`src/rtl/pipe_pkg.sv`:
```
// Shared field widths, M/W bundle layout and stage occupancy encoding for the
// pipeline-register stages.
package pipe_pkg;

    localparam int unsigned RES_W  = 3;
    localparam int unsigned A3_W   = 5;
    localparam int unsigned WORD_W = 32;

    // Stage bundle widths
    localparam int unsigned FD_W = 2 * WORD_W;
    localparam int unsigned MW_W = RES_W + A3_W + 4 * WORD_W;

    // M/W field offsets, LSB first: pc8, dr, ao, instr, a3, res
    localparam int unsigned MW_PC8_LSB   = 0;
    localparam int unsigned MW_DR_LSB    = MW_PC8_LSB + WORD_W;
    localparam int unsigned MW_AO_LSB    = MW_DR_LSB + WORD_W;
    localparam int unsigned MW_INSTR_LSB = MW_AO_LSB + WORD_W;
    localparam int unsigned MW_A3_LSB    = MW_INSTR_LSB + WORD_W;
    localparam int unsigned MW_RES_LSB   = MW_A3_LSB + A3_W;

    // Occupancy encoded as {out_valid, skid_valid}
    typedef enum logic [1:0] {
        StEmpty = 2'b00,
        StOne   = 2'b10,
        StFull  = 2'b11
    } stage_state_e;

endpackage

```
`src/rtl/wpipe_v2.sv`:
```
// M/W boundary register: packs the writeback fields into one bundle around a
// single pipe_stage_skid.
module wpipe_v2
    import pipe_pkg::*;
#(
    parameter int unsigned SKID = 1
) (
    input  logic              clk_i,
    input  logic              rst_ni,
    input  logic              flush_i,
    input  logic              valid_i,
    output logic              ready_o,
    input  logic [RES_W-1:0]  res_i,
    input  logic [A3_W-1:0]   a3_i,
    input  logic [WORD_W-1:0] instr_i,
    input  logic [WORD_W-1:0] ao_i,
    input  logic [WORD_W-1:0] dr_i,
    input  logic [WORD_W-1:0] pc8_i,
    output logic              valid_o,
    input  logic              ready_i,
    output logic [RES_W-1:0]  res_o,
    output logic [A3_W-1:0]   a3_o,
    output logic [WORD_W-1:0] instr_o,
    output logic [WORD_W-1:0] ao_o,
    output logic [WORD_W-1:0] dr_o,
    output logic [WORD_W-1:0] pc8_o,
    output logic [15:0]       stall_cnt_o
);

    logic [MW_W-1:0] bundle_in, bundle_out;

    assign bundle_in = {res_i, a3_i, instr_i, ao_i, dr_i, pc8_i};

    pipe_stage_skid #(
        .DATA_W(MW_W),
        .SKID  (SKID),
        .CNT_W (16)
    ) u_stage (
        .clk      (clk_i),
        .clr_n    (rst_ni),
        .flush    (flush_i),
        .in_valid (valid_i),
        .in_ready (ready_o),
        .in_data  (bundle_in),
        .out_valid(valid_o),
        .out_ready(ready_i),
        .out_data (bundle_out),
        .stall_cnt(stall_cnt_o)
    );

    assign res_o   = bundle_out[MW_RES_LSB +: RES_W];
    assign a3_o    = bundle_out[MW_A3_LSB +: A3_W];
    assign instr_o = bundle_out[MW_INSTR_LSB +: WORD_W];
    assign ao_o    = bundle_out[MW_AO_LSB +: WORD_W];
    assign dr_o    = bundle_out[MW_DR_LSB +: WORD_W];
    assign pc8_o   = bundle_out[MW_PC8_LSB +: WORD_W];

endmodule

```
`src/rtl/pipe_stage_skid.sv`:
```
// Valid/ready pipeline register with optional two-entry skid buffer, synchronous
// flush and a saturating back-pressure counter.
module pipe_stage_skid
    import pipe_pkg::*;
#(
    parameter int unsigned DATA_W = MW_W,
    parameter int unsigned SKID   = 1,
    parameter int unsigned CNT_W  = 16
) (
    input  logic              clk,
    input  logic              clr_n,
    input  logic              flush,
    input  logic              in_valid,
    output logic              in_ready,
    input  logic [DATA_W-1:0] in_data,
    output logic              out_valid,
    input  logic              out_ready,
    output logic [DATA_W-1:0] out_data,
    output logic [CNT_W-1:0]  stall_cnt
);

    logic [CNT_W-1:0] stall_cnt_q, stall_cnt_d;

    always_comb begin
        stall_cnt_d = stall_cnt_q;
        if (out_valid && !out_ready && (stall_cnt_q != {CNT_W{1'b1}})) begin
            stall_cnt_d = stall_cnt_q + CNT_W'(1);
        end
    end

    always_ff @(posedge clk or negedge clr_n) begin
        if (!clr_n) begin
            stall_cnt_q <= '0;
        end else begin
            stall_cnt_q <= stall_cnt_d;
        end
    end

    assign stall_cnt = stall_cnt_q;

    if (SKID != 0) begin : g_skid
        logic              main_valid_q, main_valid_d;
        logic              skid_valid_q, skid_valid_d;
        logic [DATA_W-1:0] main_q, main_d;
        logic [DATA_W-1:0] skid_q, skid_d;
        logic              accept, emit;
        stage_state_e      state;

        assign state  = stage_state_e'({main_valid_q, skid_valid_q});
        // Upstream ready depends only on a flop, never on out_ready
        assign accept = in_valid & ~skid_valid_q;
        assign emit   = main_valid_q & out_ready;

        always_comb begin
            main_valid_d = main_valid_q;
            skid_valid_d = skid_valid_q;
            main_d       = main_q;
            skid_d       = skid_q;
            if (flush) begin
                main_valid_d = 1'b0;
                skid_valid_d = 1'b0;
                main_d       = '0;
                skid_d       = '0;
            end else begin
                case (state)
                    StEmpty: begin
                        if (accept) begin
                            main_valid_d = 1'b1;
                            main_d       = in_data;
                        end
                    end
                    StOne: begin
                        if (accept && emit) begin
                            main_d = in_data;
                        end else if (accept) begin
                            skid_valid_d = 1'b1;
                            skid_d       = in_data;
                        end else if (emit) begin
                            main_valid_d = 1'b0;
                        end
                    end
                    StFull: begin
                        if (emit) begin
                            main_d       = skid_q;
                            skid_valid_d = 1'b0;
                        end
                    end
                    default: skid_valid_d = 1'b0;
                endcase
            end
        end

        always_ff @(posedge clk or negedge clr_n) begin
            if (!clr_n) begin
                main_valid_q <= 1'b0;
                skid_valid_q <= 1'b0;
                main_q       <= '0;
                skid_q       <= '0;
            end else begin
                main_valid_q <= main_valid_d;
                skid_valid_q <= skid_valid_d;
                main_q       <= main_d;
                skid_q       <= skid_d;
            end
        end

        assign in_ready  = ~skid_valid_q;
        assign out_valid = main_valid_q;
        assign out_data  = main_q;
    end else begin : g_noskid
        logic              main_valid_q, main_valid_d;
        logic [DATA_W-1:0] main_q, main_d;
        logic              accept, emit;

        assign in_ready = out_ready | ~main_valid_q;
        assign accept   = in_valid & in_ready;
        assign emit     = main_valid_q & out_ready;

        always_comb begin
            main_valid_d = main_valid_q;
            main_d       = main_q;
            if (flush) begin
                main_valid_d = 1'b0;
                main_d       = '0;
            end else if (accept) begin
                main_valid_d = 1'b1;
                main_d       = in_data;
            end else if (emit) begin
                main_valid_d = 1'b0;
            end
        end

        always_ff @(posedge clk or negedge clr_n) begin
            if (!clr_n) begin
                main_valid_q <= 1'b0;
                main_q       <= '0;
            end else begin
                main_valid_q <= main_valid_d;
                main_q       <= main_d;
            end
        end

        assign out_valid = main_valid_q;
        assign out_data  = main_q;
    end

endmodule

```
`config.mk`:
```
export PLATFORM = sky130hd
export DESIGN_NAME = wpipe_v2
export DESIGN_NICKNAME = d
export VERILOG_FILES = /design/src/rtl/pipe_pkg.sv /design/src/rtl/wpipe_v2.sv /design/src/rtl/pipe_stage_skid.sv
export SDC_FILE = /design/constraint.sdc
export NUM_CORES = 1
export LEC_CHECK = 0
export CORE_MARGIN = 1.5
export CORE_UTILIZATION = 40
export CTS_CLUSTER_DIAMETER = 30
export CTS_CLUSTER_SIZE = 8
export DETAILED_ROUTE_END_ITERATION = 12
export DONT_BUFFER_PORTS = 1
export PLACE_DENSITY = 0.64
export SKIP_LAST_GASP = 1
export SLEW_MARGIN = 20
export SYNTH_ARGS = -nofsm -noshare
export SYNTH_HDL_FRONTEND = slang
export SYNTH_HIERARCHICAL = 1
export SYNTH_SLANG_ARGS = --single-unit
```
`constraint.sdc`:
```
create_clock -name clk_i -period 2.2 [get_ports clk_i]
set_input_delay 0.66 -clock clk_i [delete_from_list [all_inputs] [get_ports clk_i]]
set_output_delay 0.66 -clock clk_i [all_outputs]
set_load 0.005 [all_outputs]
```
# After elaboration in Yosys (flattened, before gate mapping)
# Index checks and enable logic that the tools add are counted.
[word_totals]
regBits = 290
in_bits = 141
output_inout_bits = 154
wordCells = 51
[op_classes]
n_addsub = 1
eq_ne = 12
muxes = 17
bitwise_logic = 3
reduce_logical = 13
[ops]
columns = ["operator", "count"]
rows = [
  ["136-bit 2-to-1 mux", 7],
  ["136-bit one-hot mux with 3 select lines", 1],
  ["16-bit by 1-bit adder with 16-bit output, second input constant", 1],
  ["16-bit inequality test, second input constant", 1],
  ["3-bit by 2-bit inequality test with 1-bit output, second input constant", 5],
  ["4-bit AND reduction", 2],
  ["1-bit 2-to-1 mux", 7],
  ["3-bit inequality test, second input constant", 2],
  ["5-bit AND reduction", 1],
  ["2-bit equality test, second input constant", 2],
  ["2-bit inequality test, second input constant", 2],
  ["2-bit nonzero test", 2],
  ["4-bit nonzero test", 1],
  ["1-bit logical AND", 3],
  ["1-bit one-hot mux with 3 select lines", 1],
  ["3-bit AND reduction", 1],
  ["3-bit nonzero test", 1],
  ["1-bit AND", 2],
  ["2-bit zero test", 1],
  ["1-bit one-hot mux with 2 select lines", 1],
  ["1-bit zero test", 1],
  ["1-bit NOT", 1],
]

# Logic depth before layout (Yosys ltp)
[logic_depth]
ltp_word = 6
ltp_mapped = 8
depth_no_buf = 5

# Worst setup path after synthesis
# No wires, ideal clock.
[synth_timing]
path_kind = "in2reg"
start = "in flush_i"
end = "reg u_stage.g_skid.skid_q[100]"
setup_ps = 121
arrival_time_ps = 1636
t_required_ps = 2079
setup_slack_ps = 443
path_stages = 6
path_buffers = 4
cell_sequence = "clkbuf_1 > nor3_1 > buf_2 > buf_2 > buf_4 > a22o_1"
[synth_between]
elab_chain_cells = 2
elab_cells_between_ends = 5
classes_between = "eq/ne (1); mux (1); reduce/logical (3)"
[synth_lines]
columns = ["item", "line", "source"]
rows = [
  ["start: declaration", "wpipe_v2.sv:10", "input logic flush_i,"],
  ["2-bit inequality test (no line) / 2-bit nonzero test (equally long branches)", "n/a", ""],
  ["3-bit AND reduction (no line)", "n/a", ""],
  ["end signal: assignment", "pipe_stage_skid.sv:103", "skid_q <= skid_d;"],
  ["end: declaration", "pipe_stage_skid.sv:45", "logic [DATA_W-1:0] skid_q, skid_d;"],
]
# Several ways; a longest one is shown, not always the timed one.
# A chain may end at the register's enable or synchronous reset.

# Worst setup path in the final report
[layout_timing]
start = "reg u_stage.stall_cnt_q[0], in the netlist u_stage/stall_cnt[0]"
end = "reg u_stage.stall_cnt_q[1], in the netlist u_stage/stall_cnt[1]"
[layout_between]
elab_chain_cells = 2
elab_cells_between_ends = 3
classes_between = "add/sub (1); eq/ne (1); reduce/logical (1)"
[layout_lines]
columns = ["item", "line", "source"]
rows = [
  ["start: declaration", "pipe_stage_skid.sv:22", "logic [CNT_W-1:0] stall_cnt_q, stall_cnt_d;"],
  ["start signal: assignment", "pipe_stage_skid.sv:35", "stall_cnt_q <= stall_cnt_d;"],
  ["branches (longest 2 deep; another with 16-bit by 1-bit adder with 16-bit output)", "n/a", ""],
]
# Several ways; the timed one is not identified.

==> run_results.csv <==
group,metric,value,unit
timing,tightestPinTransition,0.583,ns
detailed_routing,dr_wl_met3,3.25,mm
detailed_routing,met1_length,13.3,mm
detailed_routing,drtAntennaViolNets,0,
power_and_ir_drop,power_frac_clock,57.3,%
detailed_routing,routed-wl-met2,13.5,mm
final_layout,layout-drive-gt1-share,13.9,%
final_layout,regArea,7260,sq um
timing,whs,-0.205,ns
clock_network,clockRootBuffer,"clkbuf_16",
yosys,yosysWarnings,6,
timing,rsz0062_at_grt,"no",
power_and_ir_drop,p_comb_share,4.4,%
timing,final_hold_viol_count,290,
floorplan,start_util,40.4,%
floorplan,core_area,30500,sq um
critical_path,crit_start,"u_stage/stall_cnt[0]$_DFFE_PN0P_",
critical_path,worst-setup-path-type,"flop to flop",
detailed_routing,routed-via-count,8207,
clock_network,numCtsBuffers,60,
yosys,synth-edff-count,0,
power_and_ir_drop,p_total,15.6,mW
floorplan,io_pins,295,
power_and_ir_drop,p_leak,7.53,nW
yosys,synth_cells,1001,
detailed_routing,totalWireLength,30.8,mm
yosys,synth_area_per_cell,12.3,sq um
timing,fmax,0.520,GHz
placement,place.gp.congestion,0.913,
clock_network,clk_pin_slew,0.05,ns
timing,finClkSkew,0.0170,ns
final_layout,final_common_cell,"dfrtp_1",
final_layout,multi_input_area,4620,sq um
final_layout,areaGrowthSynthToFinish,20.3,%
detailed_routing,first_iter_violations,614,
final_layout,nFillCells,2652,
critical_path,end_kind,"flop",
power_and_ir_drop,p_seq_share,38.3,%
yosys,async_reset_ff_share,100,%
placement,post-place-cells,1336,
outcome,outcome,"finished, violations left",
clock_network,cts_sinks,290,
global_routing,grt_max_degree,291,
critical_path,r2r_start,"u_stage/stall_cnt[0]$_DFFE_PN0P_",
critical_path,cp_data_arrival_time,2.36,ns
power_and_ir_drop,p_per_area,1050,nW/um^2
placement,port_buffers,0,
yosys,ys_ff_latch,290,
clock_network,max-clock-path-buffers,3,
floorplan,die_w,179,microns
hold_path,holdCritPathClass,"input port to asynchronous set/reset pin",
global_routing,grt_pass1_wl,47.5,mm
yosys,synth_area,12300,sq um
final_layout,layout.cells.non_filler,1443,
floorplan,die_h,179,microns
timing,fin_setup_tns,0,ns
job,max_cap_viol_count,0,
critical_path,reg2reg_to,"u_stage/stall_cnt[1]$_DFFE_PN0P_",
critical_path,endpoint,"u_stage/stall_cnt[1]$_DFFE_PN0P_",
timing,slew_headroom,60.8,%
critical_path,cp_data_required_time,2.64,ns
floorplan,dieArea,31900,sq um
clock_network,cts_tree,"yes",
detailed_routing,top_layer_used,"met4",
detailed_routing,first_pass_iters,5,
timing,slew_viol_final,0,
timing,min_period_over_period,87.4,%
yosys,synth_cell_types,42,
timing,setup_viol,0,
final_layout,final_cell_mix,"290 x dfrtp_1, 139 x nand2_1, 136 x mux2i_1, 136 x o31ai_1, 136 x a22o_1",
global_routing,antenna_found_initial,0,
clock_network,clkLatencyLatePin,0.57,ns
final_layout,fin_area,14800,sq um
yosys,seq_area_frac_synth,58.8,%
detailed_routing,drc,0,
detailed_routing,wire_per_inst,21.3,microns
critical_path,ff2ff_setup_slack,0.28,ns
critical_path,cp-start-kind,"flop",
final_layout,final_nets,1144,
critical_path,reg2regPathDepth,5,
timing,min_period,1.92,ns
detailed_routing,routed_via_density,5.69,
floorplan,fp-row-count,64,
critical_path,cp_max_fo,6,
global_routing,grt-ovfl-total,0,
global_routing,grt_pass1_vias,8332,
yosys,syn-num-nets,1143,
global_routing,track_usage,18.8,%
yosys,synth_ff_type,"dfrtp_1",
placement,hpwl,18.5,mm
power_and_ir_drop,swShare,23.0,%
clock_network,h-tree-depth,2,
power_and_ir_drop,power.switching,3.59,mW
placement,placed_cell_area,12800,sq um
power_and_ir_drop,vdd_drop_max,0.000576,V
final_layout,diodes,0,
outcome,failed_checks,"hold timing",
power_and_ir_drop,p_int,12.0,mW
cell usage after synthesis (2+ instances only):
| cell | instances | share of area [%] |
|---|---|---|
| nand2b_1 | 2 | 0.10 |
| a21oi_1 | 4 | 0.16 |
| buf_4 | 14 | 0.85 |
| nor2_1 | 4 | 0.12 |
| nand3_1 | 4 | 0.16 |
| nor3_1 | 6 | 0.24 |
| buf_2 | 43 | 1.7 |
| dfrtp_1 | 290 | 59 |
| o21a_1 | 2 | 0.12 |
| inv_1 | 5 | 0.15 |
| nand2_1 | 139 | 4.2 |
| o31ai_1 | 136 | 8.3 |
| xor2_1 | 5 | 0.35 |
| and3_1 | 3 | 0.15 |
| nor4_2 | 2 | 0.20 |
| buf_1 | 8 | 0.24 |
| nand4_1 | 3 | 0.15 |
| xnor2_1 | 3 | 0.21 |
| mux2_4 | 2 | 0.24 |
| a22o_1 | 136 | 9.7 |
| a31oi_1 | 8 | 0.41 |
| mux2i_1 | 136 | 11 |
| nor4_1 | 2 | 0.10 |
| clkbuf_1 | 26 | 0.79 |
power groups by stage:
stage               clock (mW)  sequential (mW)  combinational [mW]
floorplan                    0             5.95               0.579
global placement             0             6.05               0.672
detailed placement           0             6.05               0.697
CTS                       9.13             5.98               0.697
global route              9.40             6.02               0.774
finish                    8.95             5.98               0.687
sequential cells by signal (all words and copies together), names as in the netlist:
| name | cells |
|---|---|
| u_stage/g_skid.skid_q | 136 |
| u_stage/g_skid.skid_valid_q | 1 |
| u_stage/out_data | 136 |
| u_stage/out_valid | 1 |
| u_stage/stall_cnt | 16 |
worst max-delay path: stages (launching register included):
cell,delay (ns)
dfrtp_1,0.42
ha_1,0.25
nand4_2,0.21
nor4_4,0.52
nor2_2,0.10
mux2_4,0.31
worst min-delay path by stage:
stage | depth (start not counted) | slack, ns | from | to
2_1_floorplan | 0 | 0.36 | rst_ni | u_stage/g_skid.skid_q[0]$_DFFE_PN0P_
3_3_place_gp | 0 | 0.37 | rst_ni | u_stage/out_data[76]$_DFFE_PN0P_
3_5_place_dp | 0 | 0.37 | rst_ni | u_stage/out_data[76]$_DFFE_PN0P_
4_1_cts | 0 | -0.23 | rst_ni | u_stage/out_data[85]$_DFFE_PN0P_
5_1_grt | 0 | -0.23 | rst_ni | u_stage/g_skid.skid_q[76]$_DFFE_PN0P_
6_report | 0 | -0.21 | rst_ni | u_stage/out_data[88]$_DFFE_PN0P_
logic make-up after synthesis:
logic type               after synthesis  share of synthesized area, %
flip-flops                           290                          58.8
AO/OA/AOI/OAI                        290                          18.9
AND/OR/NAND/NOR                      176                          6.44
adder cells (fa/ha/maj)                1                         0.101
multiplexers                         138                          11.3
buffers and inverters                 98                          3.92
XOR/XNOR                               8                         0.568
layout make-up:
cell class	count	share of cell area [%]
Multi-Input combinational cell	613	31.1
Clock buffer	74	11.0
Clock inverter	33	2.76
Tap cell	396	3.34
Timing Repair Buffer	32	2.72
Inverter	5	0.126
Sequential cell	290	48.9
through the flow:
| stage | util [%] | worst slack (ns) |
|---|---|---|
| after floorplan | - | 0.443 |
| after global placement | 41.9 | 0.164 |
| after CTS | 48.6 | 0.285 |
| after global routing | 48.6 | 0.149 |
| final | 48.6 | 0.277 |
| after detailed placement | 41.9 | 0.149 |
layer usage:
metal	vias to the layer above	track usage, %
met1	4121	25.1
met2	294	27.6
li1	3736	-
met5	-	0
met3	56	7.57
met4	0	6.53
what timing repair did:
action / 4_1_cts / 5_1_grt
hold endpoints to repair: 290 / 290
gates resized for setup: 0 / 0
setup buffers: 0 / 0
endpoints found under the setup margin: 0 / 0
No activity file was read; power rests on OpenSTA's default activity.
